==> src/rtl/run_sequencer.sv <==
// -----------------------------------------------------------------------------
// run_sequencer
//
// Host-side run controller for the 9-bit-ISA processor core. A run is:
// preload data memory from a stream port, hold the core in init for a few
// cycles, release it, wait for halt (with a cycle-count timeout), then stream a
// window of data memory back out for checking.
//
// Ports
//   CLK, reset          clock (posedge), asynchronous active-high reset
//   go                  run request, only honoured in IDLE
//   dump_base/dump_len  readback window, latched when go is accepted
//   ld_valid/ld_ready   preload stream handshake; ld_addr/ld_data/ld_last beat
//   dut_start           core init/start (high = hold core in init)
//   dut_halt            core halt flag
//   host_sel            1 = this block owns the data memory port
//   mem_addr/mem_wr/    host-side data memory port; mem_rdata is combinational
//   mem_wdata/mem_rdata from mem_addr
//   rd_valid/rd_ready   readback stream handshake; rd_data/rd_last beat
//   busy                any state other than IDLE
//   done, timed_out     sticky run status, cleared when the next go is accepted
//   cycles              RUN-cycle count of the last run
// -----------------------------------------------------------------------------
module run_sequencer #(
    parameter int          AW           = 8,
    parameter int          DW           = 8,
    parameter int          START_CYCLES = 2,
    parameter logic [15:0] TIMEOUT      = 16'hFFFF
) (
    input  logic          CLK,
    input  logic          reset,
    input  logic          go,
    input  logic [AW-1:0] dump_base,
    input  logic [AW:0]   dump_len,
    input  logic          ld_valid,
    output logic          ld_ready,
    input  logic [AW-1:0] ld_addr,
    input  logic [DW-1:0] ld_data,
    input  logic          ld_last,
    output logic          dut_start,
    input  logic          dut_halt,
    output logic          host_sel,
    output logic [AW-1:0] mem_addr,
    output logic          mem_wr,
    output logic [DW-1:0] mem_wdata,
    input  logic [DW-1:0] mem_rdata,
    output logic          rd_valid,
    input  logic          rd_ready,
    output logic [DW-1:0] rd_data,
    output logic          rd_last,
    output logic          busy,
    output logic          done,
    output logic          timed_out,
    output logic [15:0]   cycles
);

    typedef enum logic [2:0] {
        S_IDLE, S_LOAD, S_START, S_RUN, S_DUMP, S_DONE
    } state_t;

    localparam logic [AW:0] MAX_LEN   = {1'b1, {AW{1'b0}}};
    localparam logic [15:0] START_END = 16'(START_CYCLES - 1);

    state_t        state_q, state_d;
    logic          ld_ready_q, dut_start_q, host_sel_q, busy_q, rd_valid_q;
    logic          done_q, timed_out_q;
    logic [15:0]   cycles_q;
    logic [15:0]   start_cnt_q;
    logic [AW:0]   idx_q;
    logic [AW-1:0] base_q;
    logic [AW:0]   len_q;
    logic          last_beat;

    assign last_beat = (idx_q == len_q - 1'b1);

    always_comb begin
        state_d = state_q;
        unique case (state_q)
            S_IDLE:  if (go) state_d = S_LOAD;
            S_LOAD:  if (ld_valid && ld_last) state_d = S_START;
            // Stale halt from the previous program is ignored until RUN.
            S_START: if (start_cnt_q == START_END) state_d = S_RUN;
            S_RUN: begin
                // Halt takes priority over a coincident timeout.
                if (dut_halt)
                    state_d = (len_q == '0) ? S_DONE : S_DUMP;
                else if (cycles_q == TIMEOUT)
                    state_d = S_DONE;
            end
            S_DUMP:  if (rd_ready && last_beat) state_d = S_DONE;
            S_DONE:  state_d = S_IDLE;
            default: state_d = S_IDLE;
        endcase
    end

    // Control state and status. The Moore outputs are registered from the
    // next state so they change cleanly on the clock edge without decode
    // glitches.
    always_ff @(posedge CLK or posedge reset) begin
        if (reset) begin
            state_q     <= S_IDLE;
            ld_ready_q  <= 1'b0;
            dut_start_q <= 1'b1;
            host_sel_q  <= 1'b1;
            busy_q      <= 1'b0;
            rd_valid_q  <= 1'b0;
            done_q      <= 1'b0;
            timed_out_q <= 1'b0;
            cycles_q    <= '0;
            start_cnt_q <= '0;
            idx_q       <= '0;
        end else begin
            state_q     <= state_d;
            ld_ready_q  <= (state_d == S_LOAD);
            dut_start_q <= (state_d == S_IDLE) || (state_d == S_LOAD) || (state_d == S_START);
            host_sel_q  <= (state_d != S_RUN);
            busy_q      <= (state_d != S_IDLE);
            rd_valid_q  <= (state_d == S_DUMP);
            unique case (state_q)
                S_IDLE: begin
                    if (go) begin
                        done_q      <= 1'b0;
                        timed_out_q <= 1'b0;
                        cycles_q    <= '0;
                        start_cnt_q <= '0;
                        idx_q       <= '0;
                    end
                end
                S_START: start_cnt_q <= start_cnt_q + 16'd1;
                S_RUN: begin
                    // The timeout cycle itself is not counted, so a timed-out
                    // run reports exactly TIMEOUT.
                    if (!dut_halt) begin
                        if (cycles_q == TIMEOUT)
                            timed_out_q <= 1'b1;
                        else if (cycles_q != 16'hFFFF)
                            cycles_q <= cycles_q + 16'd1;
                    end
                end
                S_DUMP:  if (rd_ready) idx_q <= idx_q + 1'b1;
                S_DONE:  done_q <= 1'b1;
                default: ;
            endcase
        end
    end

    // Readback window; only meaningful after go, so no reset is needed.
    always_ff @(posedge CLK) begin
        if (state_q == S_IDLE && go) begin
            base_q <= dump_base;
            len_q  <= (dump_len > MAX_LEN) ? MAX_LEN : dump_len;
        end
    end

    assign ld_ready  = ld_ready_q;
    assign dut_start = dut_start_q;
    assign host_sel  = host_sel_q;
    assign busy      = busy_q;
    assign done      = done_q;
    assign timed_out = timed_out_q;
    assign cycles    = cycles_q;

    // Preload writes pass straight through; the dump address wraps mod 2^AW.
    assign mem_wr    = (state_q == S_LOAD) && ld_valid;
    assign mem_wdata = ld_data;
    assign mem_addr  = (state_q == S_LOAD) ? ld_addr : base_q + idx_q[AW-1:0];

    assign rd_valid  = rd_valid_q;
    assign rd_data   = mem_rdata;
    assign rd_last   = rd_valid_q && last_beat;

endmodule

==> config.mk <==
export PLATFORM = sky130hd
export DESIGN_NAME = run_sequencer
export DESIGN_NICKNAME = d
export VERILOG_FILES = /design/src/rtl/run_sequencer.sv
export SDC_FILE = /design/constraint.sdc
export NUM_CORES = 1
export LEC_CHECK = 0
export ABC_AREA = 1
export ABC_CLOCK_PERIOD_IN_PS = 2760
export CORE_AREA = 3 3 108 89
export CTS_CLUSTER_SIZE = 25
export DETAILED_ROUTE_END_ITERATION = 16
export DIE_AREA = 0 0 111 92
export PLACE_DENSITY_LB_ADDON = 0.1
export SETUP_SLACK_MARGIN = 0.02
export SYNTH_ARGS = -nofsm -noshare
export SYNTH_HDL_FRONTEND = slang
export SYNTH_SLANG_ARGS = --single-unit
==> constraint.sdc <==
create_clock -name CLK -period 2.76 [get_ports CLK]
set_input_delay 0.552 -clock CLK [delete_from_list [all_inputs] [get_ports CLK]]
set_output_delay 0.552 -clock CLK [all_outputs]
set_load 0.02 [all_outputs]
==> out/qor.yml, run 1 <==
drt_wl_total_um: 9860
post-place-ws_ns: -0.0889
grt_pass1_wl_um: 17000
min_to: "done"
grt.met2_usage_pct: 32.1
worst_hold_startpoint: "done"
syn_area_sq_mm: 0.00430
grtUsageTotal_pct: 20.4
grt_antenna_before_repair: 0
postLayoutSetupSlackWorst_ns: 0.157
clkTransAtPathRegs_ns: 0.07
start_util_pct: 50.4
holdPathStages: 1
rsz0062_at_grt: "true"
worst_hold_path_type: "reg -> reg"
max_slew_margin_pct: 56.7
synth_warnings: 0
dieHeight_um: 92
wl_per_cell_um: 13.5
synth_nets: 607
h-tree-depth: 3
worstPathRequired_ns: 2.21
cts_tree: "built"
synth_edf_count: 17
grt_max_degree: 52
regToRegSetupSlack_ns: 0.66
final-setup-viol-count: 0
cts.sinks: 68
netlist_instances: 546
synth_cell_types: 47
ir_worst_vdd_mv: 0.428
viasPerCell: 5.19
fin_util_pct: 61.4
p_per_area_mw_per_mm2: 703
area_growth_pct: 21.8
top_usage_layer: "met2"
antenna_left: 0
fin_setup_tns_ns: 0
hpwl_um: 7300
slew_viol_final: 0
place_congestion: 0.877
hold_ws_ns: 0.526
final-hold-violation-count: 0
power_w: 0.00368
nNetsFinal: 672
tightest_slew_ns: 0.650
start_kind: "register"
ys_seq_area_share_pct: 41.6
drc_errors: 0
finalCritPeriodShare_pct: 94.3
portBuffers: 64
overflow: 0
r2r_start: "cycles[0]"
ioPinCount: 97
diodes: 0
ys_seq_elements: 68
fmaxAchievable_ghz: 0.384
finClkSkew_ns: 0.00914
holdBufCountCts: 0
finalCriticalPeriod_ns: 2.60
dr.first_iter.drc_count: 169
core_area_sq_mm: 0.00852
criticalPathCategory: "reg -> out"
status: "complete, no violations"
die_area_sq_mm: 0.0102
end_kind: "primary output"
die_w_um: 111
async_flop_share_pct: 75.0
drt_pre_antenna_iters: 5
reg2regPathDepth: 10
synth_ff_type: "dfrtp_1"
drive_gt1_share_pct: 15.4
vias: 3781
grt_pass1_vias: 3764
p_leak_nw: 2.26
use_met3_pct: 6.33
clk_latency_ns: 0.35
root_buffer: "clkbuf_8"
r2r_end: "cycles[9]"
worst-path-max-fanout: 14
use_met1_pct: 27.3
numCtsBuffers: 9
cts_buffer_depth: 2
crit_arrival_ns: 2.05
rows: 30
syn_area_per_cell_sq_um: 7.87
maxCapViolations: 0
through the flow:
stage,instance area [sq um],std cells
6_report,5230,728
5_1_grt,5230,728
4_1_cts,5180,727
3_5_place_dp,4990,711
3_3_place_gp,4990,711
2_1_floorplan,4300,546
worst max-delay path, stage by stage, from the launching register on:
cell             delay (ns)
dfrtp_1                0.46
nor3_2                 0.20
buf_4                  0.22
inv_2                  0.10
nor2_1                 0.11
clkdlybuf4s50_1        0.62
layer usage:
| metal | routed length (um) | vias to the layer above | part of all wire [%] |
|---|---|---|---|
| met4 | 140 | 0 | 1.4 |
| met5 | 0 | - | 0 |
| li1 | - | 1902 | - |
| met3 | 524 | 19 | 5.3 |
| met2 | 4500 | 90 | 46 |
| met1 | 4690 | 1770 | 48 |
power breakdown:
group	internal, W	switching, W	total [W]
clock network	0.000436	0.000380	0.000816
registers	0.00121	0.000121	0.00133
logic	0.000563	0.000964	0.00153
total	0.00221	0.00147	0.00368
cell families (layout without fill, tap and decap cells):
kind of cell,after synthesis,after routing,share of synthesized area [%]
buffers and inverters,111,181,11.9
AND/OR/NAND/NOR,259,259,27.9
XOR/XNOR,13,13,2.65
flip-flops,68,68,41.6
adder cells (fa/ha/maj),13,13,3.96
AO/OA/AOI/OAI,82,82,12.0
cell usage after synthesis (4+ instances only):
cell type  instances  area, sq um
nand4_1           14         87.6
nand3_1           33          165
inv_2              9         33.8
nand2_1          119          447
buf_4             16          120
nor3_2             5         50.1
o22ai_1            4         25.0
xor2_1            11         96.3
nor2_2             9         56.3
inv_1             77          289
nand2_2            7         43.8
ha_1              12          150
o21ai_1            8         40.0
o31ai_2            6         75.1
edfxtp_1          17          510
nor2_1            45          169
dfrtp_1           49         1230
a21oi_1           20          100
nor3_1            15         75.1
o21ai_0           28          140
area by class of cell:
| cell class | count | area [sq um] |
|---|---|---|
| Sequential cell | 68 | 1790 |
| Clock inverter | 5 | 51.3 |
| Multi-Input combinational cell | 367 | 2050 |
| Tap cell | 112 | 140 |
| Fill cell | 785 | 3290 |
| Clock buffer | 11 | 141 |
| Inverter | 87 | 327 |
| Timing Repair Buffer | 78 | 733 |
flip-flops by register name, summed over array words and instances (netlist names):
register / cells
timed_out: 1
len_q: 9
start_cnt_q: 16
base_q: 8
state_q: 3
busy: 1
dut_start: 1
ld_ready: 1
done: 1
rd_valid: 1
idx_q: 9
host_sel: 1
cycles: 16
placed cells by master, fill, tap and decap left out, types with 3 or more instances in the layout:
master	netlist	routed
o21ai_0	28	25
nand2_2	7	8
nor3_1	15	15
ha_1	12	8
dfrtp_1	49	49
buf_4	16	18
o22ai_1	4	4
nand2_1	119	118
clkbuf_8	0	10
o31ai_2	6	6
a21oi_1	20	18
inv_1	77	75
nand3_1	33	32
clkdlybuf4s50_1	0	56
o21ai_1	8	10
dlygate4sd2_1	0	3
xor2_1	11	11
inv_2	9	11
nor2_2	9	9
or2_2	3	3
nand4_1	14	14
o31ai_1	3	3
nor2_1	45	45
nor3_2	5	5
edfxtp_1	17	17
worst max-delay path by stage:
stage | from | to | slack [ns] | cells past startpoint
2_1_floorplan | idx_q[0] | mem_addr[6] | 0.16 | 9
5_1_grt | len_q[0] | rd_last | -0.01 | 12
3_5_place_dp | idx_q[0] | mem_addr[6] | -0.09 | 10
6_report | state_q[2] | mem_wr | 0.16 | 5
3_3_place_gp | idx_q[0] | mem_addr[6] | -0.09 | 10
4_1_cts | len_q[0] | rd_last | 0.02 | 13
repair_timing:
item                                    4_1_cts  5_1_grt
gates resized for setup                      27       18
pin swaps                                     0        1
endpoints found under the setup margin        8        6
setup buffers                                 0        1
Note: power is estimated with default switching activity, not from simulation.
==> run 2: changes to the inputs <==
--- a/config.mk
+++ b/config.mk
@@ -7,10 +7,10 @@
 export LEC_CHECK = 0
 export ABC_AREA = 1
 export ABC_CLOCK_PERIOD_IN_PS = 2760
-export CORE_AREA = 3 3 108 89
+export CORE_AREA = 3 3 114 94
 export CTS_CLUSTER_SIZE = 25
 export DETAILED_ROUTE_END_ITERATION = 16
-export DIE_AREA = 0 0 111 92
+export DIE_AREA = 0 0 117 97
 export PLACE_DENSITY_LB_ADDON = 0.1
 export SETUP_SLACK_MARGIN = 0.02
 export SYNTH_ARGS = -nofsm -noshare
==> run 2 against run 1 <==
  * Sequential cell count stayed put
  * Clock-buffer cell count is 2 higher
  * First-iteration DRC count is 60% higher
  * Routed wire length is 2.2% higher
  * Critical path type unchanged
  * Critical endpoint is now mem_addr[7]
  * Largest power group unchanged
==> out/qor.yml, run 2 (synthesis results as in run 1) <==
status: "complete, no violations"
numCtsBuffers: 9
tightest_slew_ns: 0.599
finalCritPeriodShare_pct: 93.8
grtUsageTotal_pct: 19.0
slew_viol_final: 0
final_cell_mix: "118 x nand2_1, 76 x inv_1, 56 x clkdlybuf4s50_1"
root_buffer: "clkbuf_16"
crit_arrival_ns: 2.04
maxCapViolations: 0
min_to: "done"
dieHeight_um: 97
worst_hold_path_type: "reg -> reg"
wl_met3_um: 404
nNetsFinal: 674
grt_max_degree: 29
finClkSkew_ns: 0.0108
antenna_left: 0
clkTransAtPathRegs_ns: 0.06
p_per_area_mw_per_mm2: 727
hpwl_um: 7630
wl_per_cell_um: 13.7
rows: 32
cts.sinks: 68
clk_latency_ns: 0.33
drc_errors: 0
rsz0062_at_grt: "false"
critPathMaxStageDelay_ns: 0.42
drive_gt1_share_pct: 14.4
h-tree-depth: 3
worst-path-max-fanout: 4
crit_chain: "ha_4, a21oi_1, nand2_2, nand4_1, o211ai_1, or2_2, nand3_1, nand2_1, buf_4"
viasPerCell: 5.04
path_buf_inv: 1
worstPathRequired_ns: 2.21
cts_tree: "built"
grt_pass1_wl_um: 17000
max_slew_margin_pct: 60.0
reg2regPathDepth: 10
ioPinCount: 97
start_util_pct: 44.7
end_kind: "primary output"
r2r_start: "cycles[0]"
ir_worst_vdd_mv: 0.486
p_leak_nw: 2.30
place_congestion: 0.864
area_growth_pct: 23.2
hold_ws_ns: 0.522
vias: 3711
routed.top_layer: "met4"
die_w_um: 117
r2r_end: "cycles[1]"
wl_met1_um: 5020
fill_cells: 901
grt_pass1_vias: 3575
die_area_sq_mm: 0.0113
holdPathStages: 1
cp_slowest_cell: "dfrtp_1"
final-hold-violation-count: 0
overflow: 0
finalCriticalPeriod_ns: 2.59
regToRegSetupSlack_ns: 0.68
fin_util_pct: 55.1
core_area_sq_mm: 0.00961
start_kind: "register"
final-setup-viol-count: 0
wl_met2_um: 4560
criticalPathCategory: "reg -> out"
fmaxAchievable_ghz: 0.386
grt_antenna_before_repair: 0
mostFrequentLayoutCell: "nand2_1"
drt_pre_antenna_iters: 4
diodes: 0
dr.first_iter.drc_count: 270
cts_buffer_depth: 2
portBuffers: 64
drt_wl_total_um: 10100
path_delay_family: "simple AND/OR/NAND/NOR gates"
worst_hold_startpoint: "done"
==> run 2: timing repair <==
action                                 4_1_cts  5_1_grt
hold buffers                                 0        0
gates resized for setup                     24        9
setup buffers                                0        1
pin swaps                                    0        1
setup endpoints to repair                    8        5
endpoints found under the hold margin        0        0
==> run 2: cell type report <==
type / instances / area, sq um / area share, %
clock buffer: 13 / 240 / 4.54
clock inverter: 3 / 15.0 / 0.284
inverter: 87 / 327 / 6.17
multi-input combinational: 367 / 2040 / 38.5
sequential: 68 / 1790 / 33.8
tap: 119 / 149 / 2.81
timing repair buffer: 80 / 738 / 13.9
==> run 2: worst max-delay path by stage <==
stage	start	to	slack [ns]	depth (start not counted)
final	idx_q[2]	mem_addr[7]	0.17	9
after global routing	len_q[0]	rd_last	0.02	12
after CTS	idx_q[0]	mem_addr[6]	0.04	10
after detailed placement	idx_q[0]	mem_addr[6]	-0.13	10
after global placement	idx_q[0]	mem_addr[6]	-0.09	10
after floorplan	idx_q[0]	mem_addr[6]	0.16	9
==> run 2: worst reg2reg max path, cell delays in order (launching register included) <==
cell and delay (ns):
dfrtp_1 0.44, ha_1 0.23, nand2_1 0.12, nor3_2 0.27
nand3_1 0.15, nor2_2 0.12, nand2_2 0.09, nand3_4 0.26
inv_2 0.13, nand3_1 0.09, o21ai_1 0.06
==> run 2: routing by layer <==
layer  vias up  global-route usage (%)
li1       1907                       -
met1      1727                    26.7
met2        67                    28.8
met3        10                    5.19
met4         0                    4.85
met5         -                       0
==> run 2: per-stage QoR <==
| stage | worst slack [ns] | instances | total power [W] | TNS (ns) | instance area [sq um] |
|---|---|---|---|---|---|
| 2_1_floorplan | 0.161 | 546 | 0.00239 | 0 | 4300 |
| 3_3_place_gp | -0.0935 | 720 | 0.00288 | -0.0935 | 5010 |
| 3_5_place_dp | -0.134 | 720 | 0.00289 | -0.134 | 5010 |
| 4_1_cts | 0.0422 | 736 | 0.00389 | 0 | 5270 |
| 5_1_grt | 0.0236 | 737 | 0.00413 | 0 | 5300 |
| 6_report | 0.172 | 737 | 0.00385 | 0 | 5300 |
==> run 2: power breakdown <==
| group | internal (W) | switching (W) |
|---|---|---|
| clock | 0.000604 | 0.000412 |
| combinational | 0.000543 | 0.000955 |
| sequential | 0.00121 | 0.000122 |
| total | 0.00236 | 0.00149 |
==> run 3: changes to the inputs <==
--- a/config.mk
+++ b/config.mk
@@ -11,6 +11,7 @@
 export CTS_CLUSTER_SIZE = 25
 export DETAILED_ROUTE_END_ITERATION = 16
 export DIE_AREA = 0 0 117 97
+export GPL_TIMING_DRIVEN = 0
 export PLACE_DENSITY_LB_ADDON = 0.1
 export SETUP_SLACK_MARGIN = 0.02
 export SYNTH_ARGS = -nofsm -noshare
==> run 3 against run 2 <==
  * Core utilization rose by 3.9 points
  * Critical path type unchanged
  * Highest routed layer unchanged
  * Die area did not move
  * Sequential power barely moved
==> out/qor.yml, run 3 (synthesis results as in run 1) <==
status: "complete, no violations"
drc_errors: 0
worst_hold_path_type: "in -> async"
grt_antenna_before_repair: 0
worstPathRequired_ns: 2.21
slew_viol_final: 0
antenna_left: 0
die_area_sq_mm: 0.0113
r2r_end: "start_cnt_q[9]"
use_met1_pct: 27.2
place_congestion: 0.847
reg2regPathDepth: 9
tightest_slew_ns: 0.506
hold_ws_ns: 0.502
viasPerCell: 5.10
max_slew_margin_pct: 66.2
overflow: 0
grt.met2_usage_pct: 30.3
cts.sinks: 68
core_area_sq_mm: 0.00961
power_w: 0.00427
use_met3_pct: 5.07
drt_pre_antenna_iters: 5
ir_worst_vdd_mv: 0.489
crit_path_end: "mem_addr[6]"
numCtsBuffers: 9
cts_buffer_depth: 2
start_util_pct: 44.7
r2r_start: "state_q[1]"
final-hold-violation-count: 0
hpwl_um: 7880
fmaxAchievable_ghz: 0.381
maxCapViolations: 0
grtUsageTotal_pct: 19.6
criticalPathCategory: "reg -> out"
finalCriticalPeriod_ns: 2.62
h-tree-depth: 3
critPathMaxStageDelay_ns: 0.38
grt_pass1_wl_um: 17800
clk_latency_ns: 0.34
cts_tree: "built"
design_area_sq_mm: 0.00567
startpoint: "idx_q[0]"
wl_per_cell_um: 13.7
worst-path-max-fanout: 2
finalCritPeriodShare_pct: 95.1
grt_max_degree: 38
regToRegSetupSlack_ns: 0.75
top_usage_layer: "met2"
dieHeight_um: 97
final-setup-viol-count: 0
crit_arrival_ns: 2.07
end_kind: "primary output"
rows: 32
crit_chain: "ha_1, inv_1, fa_2, o21ai_2, nand2_1, nand2_1, a21oi_1, xor2_1, o21ai_1, buf_4"
area_growth_pct: 32.0
vias: 3908
die_w_um: 117
finClkSkew_ns: 0.0135
holdBufCountCts: 0
start_kind: "register"
portBuffers: 80
root_buffer: "clkbuf_16"
cp_slowest_cell: "dfrtp_2"
drt_wl_total_um: 10500
grt_pass1_vias: 3811
final_cell_mix: "119 x nand2_1, 76 x inv_1, 72 x clkdlybuf4s50_1"
drive_gt1_share_pct: 17.0
mostFrequentLayoutCell: "nand2_1"
nNetsFinal: 704
p_leak_nw: 2.46
fin_util_pct: 59.0
p_per_area_mw_per_mm2: 753
diodes: 0
dr.first_iter.drc_count: 225
clkTransAtPathRegs_ns: 0.06
ioPinCount: 97
cp_common_cell: "nand2_1"
place_area_sq_mm: 0.00527
run 3: how the worst min path moves through the flow:
stage / from / to / cells after the start
global placement: cycles[6] / cycles[6] / 2
detailed placement: cycles[6] / cycles[6] / 2
global route: reset / cycles[8] / 2
floorplan: start_cnt_q[0] / start_cnt_q[0] / 1
finish: reset / start_cnt_q[10] / 2
CTS: reset / cycles[11] / 2
run 3: repair_timing:
item	CTS	global route
resized for setup	29	11
setup endpoints to repair	9	6
buffers inserted	4	1
pin swaps	1	2
run 3: power breakdown:
group	internal, W	switching [W]	total, W
logic	0.000656	0.00102	0.00167
registers	0.00122	0.000130	0.00135
clock network	0.000795	0.000456	0.00125
run 3: metal layers:
metal	part of all wire (%)	vias to the layer above	wire [um]
met3	5.2	9	546
met4	1.1	0	115
li1	-	1976	-
met1	46	1821	4860
met2	48	102	5010
met5	0	-	0
run 3: cell type report:
class	count	area, sq um
plain buffers	24	189
clock buffers	9	225
clock inverters	7	100
fillers	891	3940
inverters	87	327
multi-input cells	367	2050
flip-flops and latches	68	1790
well taps	119	149
repair buffers	86	840
run 3: metrics by stage:
step / worst slack (ns) / TNS (ns) / std cells
final: 0.135 / 0 / 767
after global routing: -0.00844 / -0.00844 / 767
after CTS: 0.0370 / 0 / 766
after detailed placement: -0.331 / -0.353 / 746
after global placement: -0.303 / -4.39 / 745
after floorplan: 0.161 / 0 / 546
run 3: critical path, delay by kind of cell (launching register included):
family,cells,cell delay (ns)
compound gates,3,0.33
buf+inv,2,0.21
fa+ha+maj,2,0.53
simple gates,2,0.14
xor+xnor,1,0.14
flops,1,0.38
